`src/rtl/mackerel_bus_controller.sv`:
```
// Mackerel 68000 bus controller: chip-select decode, boot overlay, DTACK/BERR generation, IPL encode.
// Optional autovector support (VPA on non-DUART interrupt acknowledges) is enabled by defining AUTOVEC_EN.
module mackerel_bus_controller #(
  parameter int          CLK_DIV_LOG2 = 1,
  parameter int          BOOT_CYCLES  = 4,
  parameter logic [23:0] ROM_BASE     = 24'hE00000,
  parameter logic [23:0] ROM_END      = 24'hF00000,
  parameter logic [23:0] RAM_END      = 24'h100000,
  parameter logic [23:0] DUART_BASE   = 24'hC00000,
  parameter logic [23:0] DUART_END    = 24'hD00000,
  parameter logic [23:0] EXP_BASE     = 24'h100000,
  parameter logic [23:0] EXP_END      = 24'h900000,
  parameter int          ROM_WAIT     = 1,
  parameter int          RAM_WAIT     = 0,
  parameter int          BERR_TIMEOUT = 255,
  parameter int          DUART_LEVEL  = 1
) (
  input  logic        CLK,
  input  logic        RST,
  output logic        CLK_CPU,
  input  logic        AS,
  input  logic        UDS,
  input  logic        LDS,
  input  logic        RW,
  input  logic [2:0]  FC,
  input  logic [23:1] ADDR,
  output logic        ROM_LOWER,
  output logic        ROM_UPPER,
  output logic        RAM_LOWER,
  output logic        RAM_UPPER,
  output logic        DUART,
  output logic        EXP,
  input  logic        DTACK_DUART,
  input  logic        DTACK_EXP,
  input  logic [7:1]  IRQ,
  output logic [2:0]  IPL,
  output logic        IACK_DUART,
  output logic        DTACK,
  output logic        BERR,
  output logic        VPA,
  output logic        BOOT
);

  localparam int BCW = (BOOT_CYCLES < 1) ? 1 : $clog2(BOOT_CYCLES + 1);

  typedef enum logic [1:0] {S_IDLE, S_WAIT, S_ACK, S_FAULT} state_t;
  typedef enum logic [2:0] {T_NONE, T_ROM, T_RAM, T_DUART, T_EXP, T_IACK, T_AUTO} target_t;

  function automatic logic [2:0] encode_ipl(input logic [7:1] req);
    logic [2:0] lvl;
    lvl = 3'd0;
    for (int i = 1; i <= 7; i++)
      if (!req[i]) lvl = 3'(i);
    return ~lvl;
  endfunction

  logic [CLK_DIV_LOG2-1:0] div;
  logic                    as_meta, as_s;
  logic                    dtack_duart_r, dtack_exp_r;
  logic [BCW-1:0]          boot_cnt;
  logic                    boot;
  logic [2:0]              ipl_r;
  state_t                  state;
  target_t                 target;
  logic [3:0]              wait_cnt;
  logic [7:0]              wdog;
  logic                    dtack_r, berr_r;

  logic [23:0] byte_addr;
  logic        iack, iack_duart_lvl;
  logic        rom_hit, ram_hit, duart_hit, exp_hit;
  logic        as_fall, as_rise;
  target_t     dec_target;
  logic        wait_ack;
  logic        unused_ok;

  assign byte_addr      = {ADDR, 1'b0};
  assign iack           = (FC == 3'b111);
  assign iack_duart_lvl = iack && (ADDR[3:1] == 3'(DUART_LEVEL));
  assign as_fall        = as_s & ~as_meta;
  assign as_rise        = ~as_s & as_meta;
  assign unused_ok      = RW;

  // Address decode: overlay maps everything to ROM until the boot cycles have run.
  always_comb begin
    rom_hit   = 1'b0;
    ram_hit   = 1'b0;
    duart_hit = 1'b0;
    exp_hit   = 1'b0;
    if (!boot)
      rom_hit = ~iack;
    else if (!iack) begin
      if (byte_addr >= ROM_BASE && byte_addr < ROM_END)          rom_hit   = 1'b1;
      else if (byte_addr < RAM_END)                              ram_hit   = 1'b1;
      else if (byte_addr >= DUART_BASE && byte_addr < DUART_END) duart_hit = 1'b1;
      else if (byte_addr >= EXP_BASE && byte_addr < EXP_END)     exp_hit   = 1'b1;
    end
  end

  always_comb begin
    dec_target = T_NONE;
    if (iack) begin
      if (iack_duart_lvl) dec_target = T_IACK;
`ifdef AUTOVEC_EN
      else                dec_target = T_AUTO;
`endif
    end
    else if (rom_hit)   dec_target = T_ROM;
    else if (ram_hit)   dec_target = T_RAM;
    else if (duart_hit) dec_target = T_DUART;
    else if (exp_hit)   dec_target = T_EXP;
  end

  assign ROM_LOWER  = ~(rom_hit & ~LDS);
  assign ROM_UPPER  = ~(rom_hit & ~UDS);
  assign RAM_LOWER  = ~(ram_hit & ~LDS);
  assign RAM_UPPER  = ~(ram_hit & ~UDS);
  assign DUART      = ~(duart_hit & ~AS & (~UDS | ~LDS));
  assign EXP        = ~(exp_hit & ~AS & (~UDS | ~LDS));
  assign IACK_DUART = ~(~AS & iack_duart_lvl);
`ifdef AUTOVEC_EN
  assign VPA        = ~(~AS & iack & ~iack_duart_lvl);
`else
  assign VPA        = 1'b1;
`endif

  assign CLK_CPU = div[CLK_DIV_LOG2-1];
  assign BOOT    = boot;
  assign IPL     = ipl_r;
  assign DTACK   = dtack_r;
  assign BERR    = berr_r;

  always_ff @(posedge CLK or posedge RST) begin
    if (RST) begin
      div           <= '0;
      as_meta       <= 1'b1;
      as_s          <= 1'b1;
      dtack_duart_r <= 1'b1;
      dtack_exp_r   <= 1'b1;
      ipl_r         <= 3'b111;
      boot_cnt      <= '0;
      boot          <= 1'b0;
    end else begin
      div           <= div + CLK_DIV_LOG2'(1);
      as_meta       <= AS;
      as_s          <= as_meta;
      dtack_duart_r <= DTACK_DUART;
      dtack_exp_r   <= DTACK_EXP;
      ipl_r         <= encode_ipl(IRQ);
      if (!boot && as_rise) begin
        boot_cnt <= boot_cnt + BCW'(1);
        if (boot_cnt == BCW'(BOOT_CYCLES - 1)) boot <= 1'b1;
      end
    end
  end

  always_comb begin
    case (target)
      T_ROM:          wait_ack = (wait_cnt == 4'(ROM_WAIT));
      T_RAM:          wait_ack = (wait_cnt == 4'(RAM_WAIT));
      T_DUART, T_IACK: wait_ack = ~dtack_duart_r;
      T_EXP:          wait_ack = ~dtack_exp_r;
      default:        wait_ack = 1'b0;
    endcase
  end

  // Cycle FSM; ack is checked before the watchdog so a simultaneous ack wins.
  always_ff @(posedge CLK or posedge RST) begin
    if (RST) begin
      state    <= S_IDLE;
      target   <= T_NONE;
      wait_cnt <= '0;
      wdog     <= '0;
      dtack_r  <= 1'b1;
      berr_r   <= 1'b1;
    end else begin
      case (state)
        S_IDLE: if (as_fall) begin
          state    <= S_WAIT;
          target   <= dec_target;
          wait_cnt <= '0;
          wdog     <= '0;
        end
        S_WAIT: begin
          if (as_meta)
            state <= S_IDLE;
          else begin
            wait_cnt <= wait_cnt + 4'd1;
            if (wait_ack) begin
              state   <= S_ACK;
              dtack_r <= 1'b0;
            end else if (target != T_AUTO) begin
              wdog <= wdog + 8'd1;
              if (wdog + 8'd1 == 8'(BERR_TIMEOUT)) begin
                state  <= S_FAULT;
                berr_r <= 1'b0;
              end
            end
          end
        end
        S_ACK: if (as_meta) begin
          state   <= S_IDLE;
          dtack_r <= 1'b1;
        end
        S_FAULT: if (as_meta) begin
          state  <= S_IDLE;
          berr_r <= 1'b1;
        end
        default: state <= S_IDLE;
      endcase
    end
  end

endmodule
```
`config.mk`:
```
export PLATFORM = sky130hd
export DESIGN_NAME = mackerel_bus_controller
export DESIGN_NICKNAME = d
export VERILOG_FILES = /design/src/rtl/mackerel_bus_controller.sv
export SDC_FILE = /design/constraint.sdc
export NUM_CORES = 1
export LEC_CHECK = 0
export BUFFER_PORTS_ARGS = -buffer_cell sky130_fd_sc_hd__buf_2
export CAP_MARGIN = 30
export CORE_UTILIZATION = 45
export CTS_CLUSTER_SIZE = 20
export DETAILED_ROUTE_END_ITERATION = 10
export GPL_TIMING_DRIVEN = 0
export PLACE_DENSITY = 0.75
export SLEW_MARGIN = 25
export SYNTH_ARGS = -nofsm -noshare
export SYNTH_HDL_FRONTEND = slang
export SYNTH_SLANG_ARGS = --single-unit
export TNS_END_PERCENT = 50
```
`constraint.sdc`:
```
create_clock -name CLK -period 4.3 [get_ports CLK]
set_clock_uncertainty 0.2 [all_clocks]
set_input_delay 0.215 -clock CLK [delete_from_list [all_inputs] [get_ports CLK]]
set_output_delay 0.215 -clock CLK [all_outputs]
set_load 0.02 [all_outputs]
```
After elaboration in Yosys (flattened, before gate mapping) --
Index checks and enable logic that the tools add are counted.
Cells by class: add/sub/neg operators 4, $lt $le $gt $ge 7, equal/unequal tests 25, mux-type cells 56, bitwise gates (word level) 28, reduce and logical (&&, ||, !) cells 20
Operators with widths (count):
- 24-bit < comparator (second input constant) | 3
- 24-bit greater-or-equal comparator (second input constant) | 2
- 3-bit 2-to-1 mux | 12
- 8-bit 2-to-1 mux | 4
- 1-bit 2-to-1 mux | 26
- 24-bit by 21-bit greater-or-equal comparator with 1-bit output (second input constant) | 1
- 24-bit by 21-bit < comparator with 1-bit output (second input constant) | 1
- 2-bit inequality test (second input constant) | 8
- 8-bit case mux with 2 select lines | 1
- 1-bit NOT | 15
- 2-bit 2-to-1 mux | 6
- 1-bit AND | 11
- 3-bit by 2-bit equality test with 1-bit output (second input constant) | 3
- 3-bit equality test (second input constant) | 3
- 8-bit by 1-bit adder with 8-bit output (second input constant) | 1
- 8-bit equality test (second input constant) | 1
- 4-bit 2-to-1 mux | 2
- 4-bit inequality test (second input constant) | 2
- 4-bit case mux with 2 select lines | 1
- 4-bit AND reduction | 2
- 3-bit by 1-bit equality test with 1-bit output (second input constant) | 2
- 2-bit case mux with 3 select lines | 1
- 6-bit AND reduction | 1
- 2-bit nonzero test | 3
- other kinds (20) | 28
Storage, ports and cells: bits in registers 31, bits of input ports 41, output and inout port bits 15, logic and storage cells 154

Depth between registers and ports, before layout --
Gate-level depths: netlist (run 1).
depth in word-level cells 13, gate-level depth with buffers 7, mapped depth without buffers 7

Worst setup path before layout (run 1) --
Ideal clock, no wire load.
path kind reg-to-reg, start register wait_cnt[1], end register wdog[2], setup time 0.120 ns, data arrival time 1.765 ns, required time 3.980 ns, path slack 2.215 ns, stages on the path, launching flop included 8, path buffers 0, clock period less this slack 2.085 ns, path through dfrtp_1 inv_1 ha_1 or4b_4 o221ai_4 nand2_2 a32o_1 a31o_1
On the way: cells in the longest elaborated chain, start to end 4, elaborated cells on any way between the ends 5, classes of those cells eq/ne: 2; mux: 1; reduce/logical: 2
RTL lines:
- start: declaration | line 65 | logic [3:0] wait_cnt;
- start signal: assignment | line 188 | wait_cnt <= wait_cnt + 4'd1;
- 4-bit by 1-bit equality test with 1-bit output / 4-bit logical NOT (equally long branches) | line 159, 160
- 1-bit case mux with 4 select lines * | line 158 | case (target)
- 2-bit inequality test (no source line) *
- 5-bit AND reduction (no source line) *
- end signal: assignment | line 193 | wdog <= wdog + 8'd1;
- end: declaration | line 66 | logic [7:0] wdog;
Every way passes the cells marked *; elsewhere a longest branch is shown, timed or not. A chain may end at the register's enable or synchronous reset.

Final worst setup path (run 1) --
start register wait_cnt[0], end register wdog[6]
Same word-level chain as after synthesis.

==> results of run 1 <==
==> synthesized netlist by cell type (3+ instances only) <==
| cell | n |
|---|---|
| nand2b_1 | 5 |
| dfstp_2 | 9 |
| nor2b_1 | 3 |
| ha_1 | 7 |
| and3_1 | 3 |
| a21o_1 | 3 |
| inv_1 | 11 |
| a21oi_1 | 8 |
| nand2_1 | 20 |
| nor2_1 | 13 |
| nand4_1 | 3 |
| dfrtp_1 | 22 |
| nor3_1 | 3 |
| clkbuf_1 | 3 |
| o21ai_0 | 8 |
| xor2_1 | 4 |
| xnor2_1 | 3 |
| nand3_1 | 5 |
| a22o_1 | 4 |
| a21boi_0 | 3 |
==> state kept, by name (all words and copies together), names as in the netlist <==
| register | flops |
|---|---|
| CLK_CPU | 1 |
| state | 2 |
| IPL | 3 |
| wdog | 8 |
| as_meta | 1 |
| target | 3 |
| dtack_duart_r | 1 |
| DTACK | 1 |
| dtack_exp_r | 1 |
| BOOT | 1 |
| boot_cnt | 3 |
| wait_cnt | 4 |
| BERR | 1 |
| as_s | 1 |
==> per-stage QoR <==
step	instances	area [um^2]	setup WS [ps]	utilization
floorplan	178	1750	2210	-
global placement	263	2000	2110	0.541
detailed placement	263	2000	2040	0.541
CTS	279	2160	2030	0.586
global route	279	2160	1880	0.586
finish	279	2160	2000	0.586
==> area by class of cell <==
class                   count  area, um^2
plain buffers               4        18.8
clock buffers               7        76.3
fillers                   319        1530
inverters                  11        41.3
multi-input cells         132         903
flip-flops and latches     31         787
well taps                  48        60.1
repair buffers             46         275
==> layout by cell type (no fill, tap or decap), drive strengths merged, types with 3 or more instances in the layout <==
cell type and n:
a31o 3, nand2 21, nor2b 3, o21ai 8, xnor2 3, a21oi 9
xor2 4, a22o 4, a21o 3, dlygate4sd3 9, ha 7, clkbuf 10
nand4 3, inv 11, buf 38, and3 3, nor2 13, nand2b 5
dfstp 9, nor3 3, dfrtp 22, nand3 5, a21boi 3
==> power groups by stage <==
stage | registers [mW] | clock network (mW) | logic, mW
2_1_floorplan | 0.456 | 0 | 0.256
3_3_place_gp | 0.452 | 0 | 0.349
3_5_place_dp | 0.453 | 0 | 0.361
4_1_cts | 0.448 | 0.215 | 0.371
5_1_grt | 0.463 | 0.228 | 0.417
6_report | 0.448 | 0.209 | 0.370
==> worst max-delay path: cells and delay by family, from the launching register on <==
kind	cells	cell delay (ps)
simple gates	1	150
fa+ha+maj	1	190
flops	1	430
buf+inv	1	60
compound gates	4	1160
==> final timing paths <==
path	start	to	cells past startpoint
max	wait_cnt[0]	wdog[6]	7
min in group asynchronous	RST	boot_cnt[1]	3
max in group asynchronous	RST	state[1]	3
min	IRQ[3]	IPL[1]	3
max reg2reg	wait_cnt[0]	wdog[6]	7
min reg2reg	as_meta	as_s	0
==> kinds of logic after synthesis <==
logic type / after synthesis / synth area share
simple gates: 69 / 0.222
compound gates: 45 / 0.189
flops: 31 / 0.450
other cells: 1 / 0.00214
buf+inv: 15 / 0.0343
fa+ha+maj: 7 / 0.0500
xor+xnor: 7 / 0.0350
mux: 3 / 0.0179
==> metal layers <==
layer  global-route usage  up-vias  routed length [um]
met5                    0        -                   0
met4                0.119        0                  59
met3               0.0554        6                 169
met2                0.347       42                1840
met1                0.252      710                1680
li1                     -      741                   -
==> what timing repair did <==
item / CTS / global route
hold endpoints to repair: 28 / 0
hold buffers: 9 / 0
setup buffers: 0 / 0
==> implementation parameters, run 1 <==
Parameter                              Value

Timing
  Worst Tran Pin Value    635 ps
  Final worst path period need    2300 ps
  Final period utilization    0.536
  Final setup TNS    0 ps
  Slew Viols, Final    0
  Post-route worst hold slack    12.9 ps
  Remaining max-slew budget at the tightest pin    0.576
  Setup-failing EPs final    0
  Final hold violation count    0
  Setup repair after global routing missed its margin    false
  Highest Clock Rate    0.434 GHz

Floorplanning
  Total I/O pin count    56
  Die W    64.4 um
  Number of rows in the core area    22
  Starting density of the core    0.475
  Die outline area    0.00414 mm^2
  DIE HEIGHT    64.4 um
  Floorplan core area    0.00369 mm^2

Synth
  Post-synth top flop    dfrtp_1
  Synthesized Nets    226
  Count of different cell masters after synthesis    51
  Number of synthesized register bits    31
  Cell types occupying the most area after synthesis    dfrtp_1 (31%), dfstp_2 (14%), ha_1 (5.0%), nand2_1 (4.3%), nor2_1 (2.8%)
  Synth async-reset ratio    1.00
  Number of warnings printed during yosys synthesis    0
  Synthesized instance count    178
  Number of enable-type register cells in the synthesized netlist    0
  Top cell type's share of synthesized area    0.315
  Post-Syn Area    0.00175 mm^2
  Dominant cell type by area after synthesis    dfrtp_1
  Average footprint of a synthesized cell    9.83 um^2
  Sequential-to-total area share from yosys stat    0.450

Critical path
  Setup Crit Path Kind    register to register
  Worst Setup End Kind    register
  Worst setup slack for register-to-register paths    2000 ps
  Worst path max stage delay    430 ps
  Worst-path fanout max    6
  Crit path arrival time    2260 ps
  Required time of the worst setup path    4260 ps
  Slowest cell on the critical path    dfrtp_1
  CP startpoint kind    register
  Crit-path cells    inv_1 > ha_1 > nor4bb_1 > a211o_1 > a211oi_1 > o22ai_1 > a22o_1

GRT
  GRT Resource Usage Total    0.213
  First-pass GRT wire length    6600 um
  Grt total ovfl    0
  Initial antenna violation count    0
  Maximum number of pins on one net before global-route repair    32
  Number of global-route vias before repair    1511

Routing
  DRT Wirelength    3750 um
  First-pass iteration count of the detailed router    5
  Vias/cell    5.37
  Starting DRT DRC Count    99
  Vias    1499
  Antenna-violating nets left    0
  Remaining routing DRC violations    0
  Routed len/inst    13.4 um

Final layout
  Antenna diode count    0
  Fraction of layout instances using a drive strength above 1    0.268
  Number of nets in the final layout    279
  Area growth, synth to finish    23.5%

Place
  Placed wire-length estimate    2650 um
  Final Wtd Congestion    0.866
  Count of input and output buffers    37

Run
  Number of max-cap violations    0

Clocking
  Number of buffers between clock root and the deepest sink    2
  Insertion delay of the later-clocked pin in the worst-skew pair    270 ps
  Number of instances resized during post-cts repair    0
  CTS HTree Levels    2
  Clock buffers created by TritonCTS    5
  CTS root buffer    clkbuf_8
  TritonCTS clock tree    built
  Clock tree sinks    31
  Clock transition at the registers of the reported paths    60 ps

Power and ir drop
  Worst ir drop on vdd    346 uV
  Post-layout power    1.03 mW
  Clock network fraction of design power    0.203
  Static Leak    0.961 nW
  Combinational share of power    0.360
  Switch share    0.373
  Power density over the cells    475 mW/mm^2
  Switching power summed over all nets    0.383 mW
  Design internal power    0.644 mW
  Portion of total power attributed to sequential cells    0.436

Status
  Status    finished, final reports clean

Worst hold path
  Path class of the lowest-slack min-delay path    input port to register
Power figures use the tool's default switching activity.
==> run 2, diff against run 1 <==
--- a/config.mk
+++ b/config.mk
@@ -5,13 +5,14 @@
 export SDC_FILE = /design/constraint.sdc
 export NUM_CORES = 1
 export LEC_CHECK = 0
+export ABC_AREA = 1
 export BUFFER_PORTS_ARGS = -buffer_cell sky130_fd_sc_hd__buf_2
 export CAP_MARGIN = 30
 export CORE_UTILIZATION = 45
 export CTS_CLUSTER_SIZE = 20
 export DETAILED_ROUTE_END_ITERATION = 10
 export GPL_TIMING_DRIVEN = 0
-export PLACE_DENSITY = 0.75
+export PLACE_DENSITY = 0.77
 export SLEW_MARGIN = 25
 export SYNTH_ARGS = -nofsm -noshare
 export SYNTH_HDL_FRONTEND = slang
==> constraint.sdc (replaced) <==
create_clock -name CLK -period 2.1 [get_ports CLK]
set_clock_uncertainty 0.2 [all_clocks]
set_input_delay 0.105 -clock CLK [delete_from_list [all_inputs] [get_ports CLK]]
set_output_delay 0.105 -clock CLK [all_outputs]
set_load 0.02 [all_outputs]
==> run 2 against run 1 <==
- largest cell class unchanged
- clock-buffer cell count down 1
- routed wire length fell by 4.5%
- area after synthesis is 4.5% higher
==> implementation parameters, run 2 <==
Parameter                              Value

Synth
  Number of enable-type register cells in the synthesized netlist    0
  Count of different cell masters after synthesis    38
  Post-Syn Area    0.00183 mm^2
  Most frequent cell after synthesis    nand2_1
  Cell types occupying the most area after synthesis    dfrtp_1 (30%), dfstp_2 (13%), nand2_1 (11%), inv_1 (7.2%), nand3_1 (4.9%)
  Number of warnings printed during yosys synthesis    0
  Synthesized instance count    229
  Sequential-to-total area share from yosys stat    0.430
  Top cell type's share of synthesized area    0.301
  Synthesized Nets    277
  Number of synthesized register bits    31
  Average footprint of a synthesized cell    7.99 um^2
  Post-synth top flop    dfrtp_1
  List of most frequent post-synthesis cells    nand2_1 (56), inv_1 (35), dfrtp_1 (22)
  Synth async-reset ratio    1.00
  Dominant cell type by area after synthesis    dfrtp_1

Timing
  Setup-failing EPs final    0
  Post-route worst hold slack    36.0 ps
  Highest Clock Rate    0.527 GHz
  Final period utilization    0.903
  Final worst path period need    1900 ps
  Remaining max-slew budget at the tightest pin    0.577
  Final hold violation count    0
  Setup repair after global routing missed its margin    false
  Worst Tran Pin Value    634 ps
  Final setup TNS    0 ps
  Slew Viols, Final    0

Power and ir drop
  Combinational share of power    0.385
  Worst ir drop on vdd    588 uV
  Static Leak    1.14 nW
  Power density over the cells    1050 mW/mm^2
  Clock network fraction of design power    0.249
  Design internal power    1.49 mW
  Switching power summed over all nets    0.940 mW
  Switch share    0.387
  Portion of total power attributed to sequential cells    0.367

Critical path
  Worst setup slack for register-to-register paths    310 ps
  RR Startpoint    wdog[0]
  Setup Crit Path Kind    input port to primary output
  Crit path arrival time    1590 ps
  Critical Path Source    ADDR[23]
  Worst-path fanout max    3
  CP startpoint kind    input port
  Worst Setup End Kind    primary output
  Required time of the worst setup path    1790 ps

GRT
  Maximum number of pins on one net before global-route repair    32
  Grt total ovfl    0
  GRT Resource Usage Total    0.192
  Number of global-route vias before repair    1542
  Initial antenna violation count    0
  First-pass GRT wire length    6290 um

Routing
  Antenna-violating nets left    0
  First-pass iteration count of the detailed router    4
  Routed len/inst    10.8 um
  Vias/cell    4.85
  Starting DRT DRC Count    86
  Remaining routing DRC violations    0
  Vias    1614
  DRT Wirelength    3580 um

Worst hold path
  Startpoint of the worst hold path    ADDR[2]
  Path class of the lowest-slack min-delay path    input port to register

Clocking
  TritonCTS clock tree    built
  Number of instances resized during post-cts repair    0
  Clock tree sinks    31
  Clock buffers created by TritonCTS    5
  Number of buffers between clock root and the deepest sink    2
  CTS root buffer    clkbuf_8
  Insertion delay of the later-clocked pin in the worst-skew pair    290 ps
  Clock transition at the registers of the reported paths    60 ps
  CTS HTree Levels    2

Final layout
  Number of nets in the final layout    332
  Max reg flops    8
  Most common cell after layout, fill and taps aside    nand2_1
  Area growth, synth to finish    25.9%
  Antenna diode count    0
  Register with the highest flop count    wdog
  Largest registers    wdog (8), wait_cnt (4)
  Commonest non-fill, non-tap cells in the layout    nand2_1 (56), buf_2 (38), inv_1 (34)
  Fill count    324
  Fraction of layout instances using a drive strength above 1    0.281

Floorplanning
  DIE HEIGHT    65.8 um
  Number of rows in the core area    22
  Starting density of the core    0.485
  Floorplan core area    0.00377 mm^2
  Total I/O pin count    56
  Die outline area    0.00432 mm^2
  Die W    65.8 um

Place
  Placed wire-length estimate    2690 um
  Count of input and output buffers    37
  Final Wtd Congestion    0.816

Run
  Number of max-cap violations    0

Status
  Status    finished, final reports clean
[run 2: layout make-up]
cell class | instances | area, um^2 | area share
buffer | 2 | 12.5 | 0.00543
clock buffer | 6 | 82.6 | 0.0359
clock inverter | 2 | 35.0 | 0.0152
inverter | 41 | 156 | 0.0679
multi-input combinational | 155 | 873 | 0.379
sequential | 31 | 787 | 0.342
tap | 48 | 60.1 | 0.0261
timing repair buffer | 48 | 295 | 0.128
[run 2: cells by family after synthesis]
logic type / count (synthesis) / share of synthesized area
AND/OR/NAND/NOR: 110 / 0.304
buffers and inverters: 43 / 0.0923
AO/OA/AOI/OAI: 33 / 0.103
flip-flops: 31 / 0.430
adder cells (fa/ha/maj): 7 / 0.0479
XOR/XNOR: 3 / 0.0144
other: 1 / 0.00205
multiplexers: 1 / 0.00616
[run 2: what timing repair did]
item,CTS,global route
buffers inserted,0,0
hold buffers,11,0
endpoints found under the hold margin,29,0
[run 2: final timing paths]
| path | to | cells after the start |
|---|---|---|
| max | RAM_LOWER | 6 |
| min | target[2] | 4 |
| max reg2reg | state[0] | 9 |
| min reg2reg | as_s | 0 |
| max in group asynchronous | state[0] | 3 |
| min in group asynchronous | wdog[0] | 3 |
[run 2: power groups by stage]
stage               logic [mW]  registers [mW]  clock network (mW)
floorplan                0.701           0.914                   0
finish                   0.933           0.889               0.604
global placement         0.908           0.892                   0
detailed placement       0.930           0.898                   0
global route              1.07           0.913               0.647
CTS                      0.948           0.889               0.620
[run 2: metal layers]
| layer | up-vias | wire (um) | GRT usage |
|---|---|---|---|
| met5 | - | 0 | 0 |
| met4 | 0 | 70 | 0.0978 |
| met3 | 8 | 108 | 0.0382 |
| met2 | 26 | 1760 | 0.320 |
| met1 | 745 | 1640 | 0.232 |
| li1 | 835 | - | - |
[run 2: critical path: stages]
cell and delay, ps:
dlygate4sd3_1 540, buf_2 130, or2_2 300, nor3_1 270, nand2_1 80, buf_2 170
[run 2: stage by stage]
step | instance area (um^2) | util | std cells | total power [mW] | setup slack [ps]
6_report | 2300 | 0.610 | 333 | 2.43 | 203
3_5_place_dp | 2070 | 0.550 | 314 | 1.83 | 324
4_1_cts | 2300 | 0.610 | 333 | 2.46 | 203
5_1_grt | 2300 | 0.610 | 333 | 2.63 | 107
3_3_place_gp | 2070 | 0.550 | 314 | 1.80 | 335
2_1_floorplan | 1830 | - | 229 | 1.61 | 480
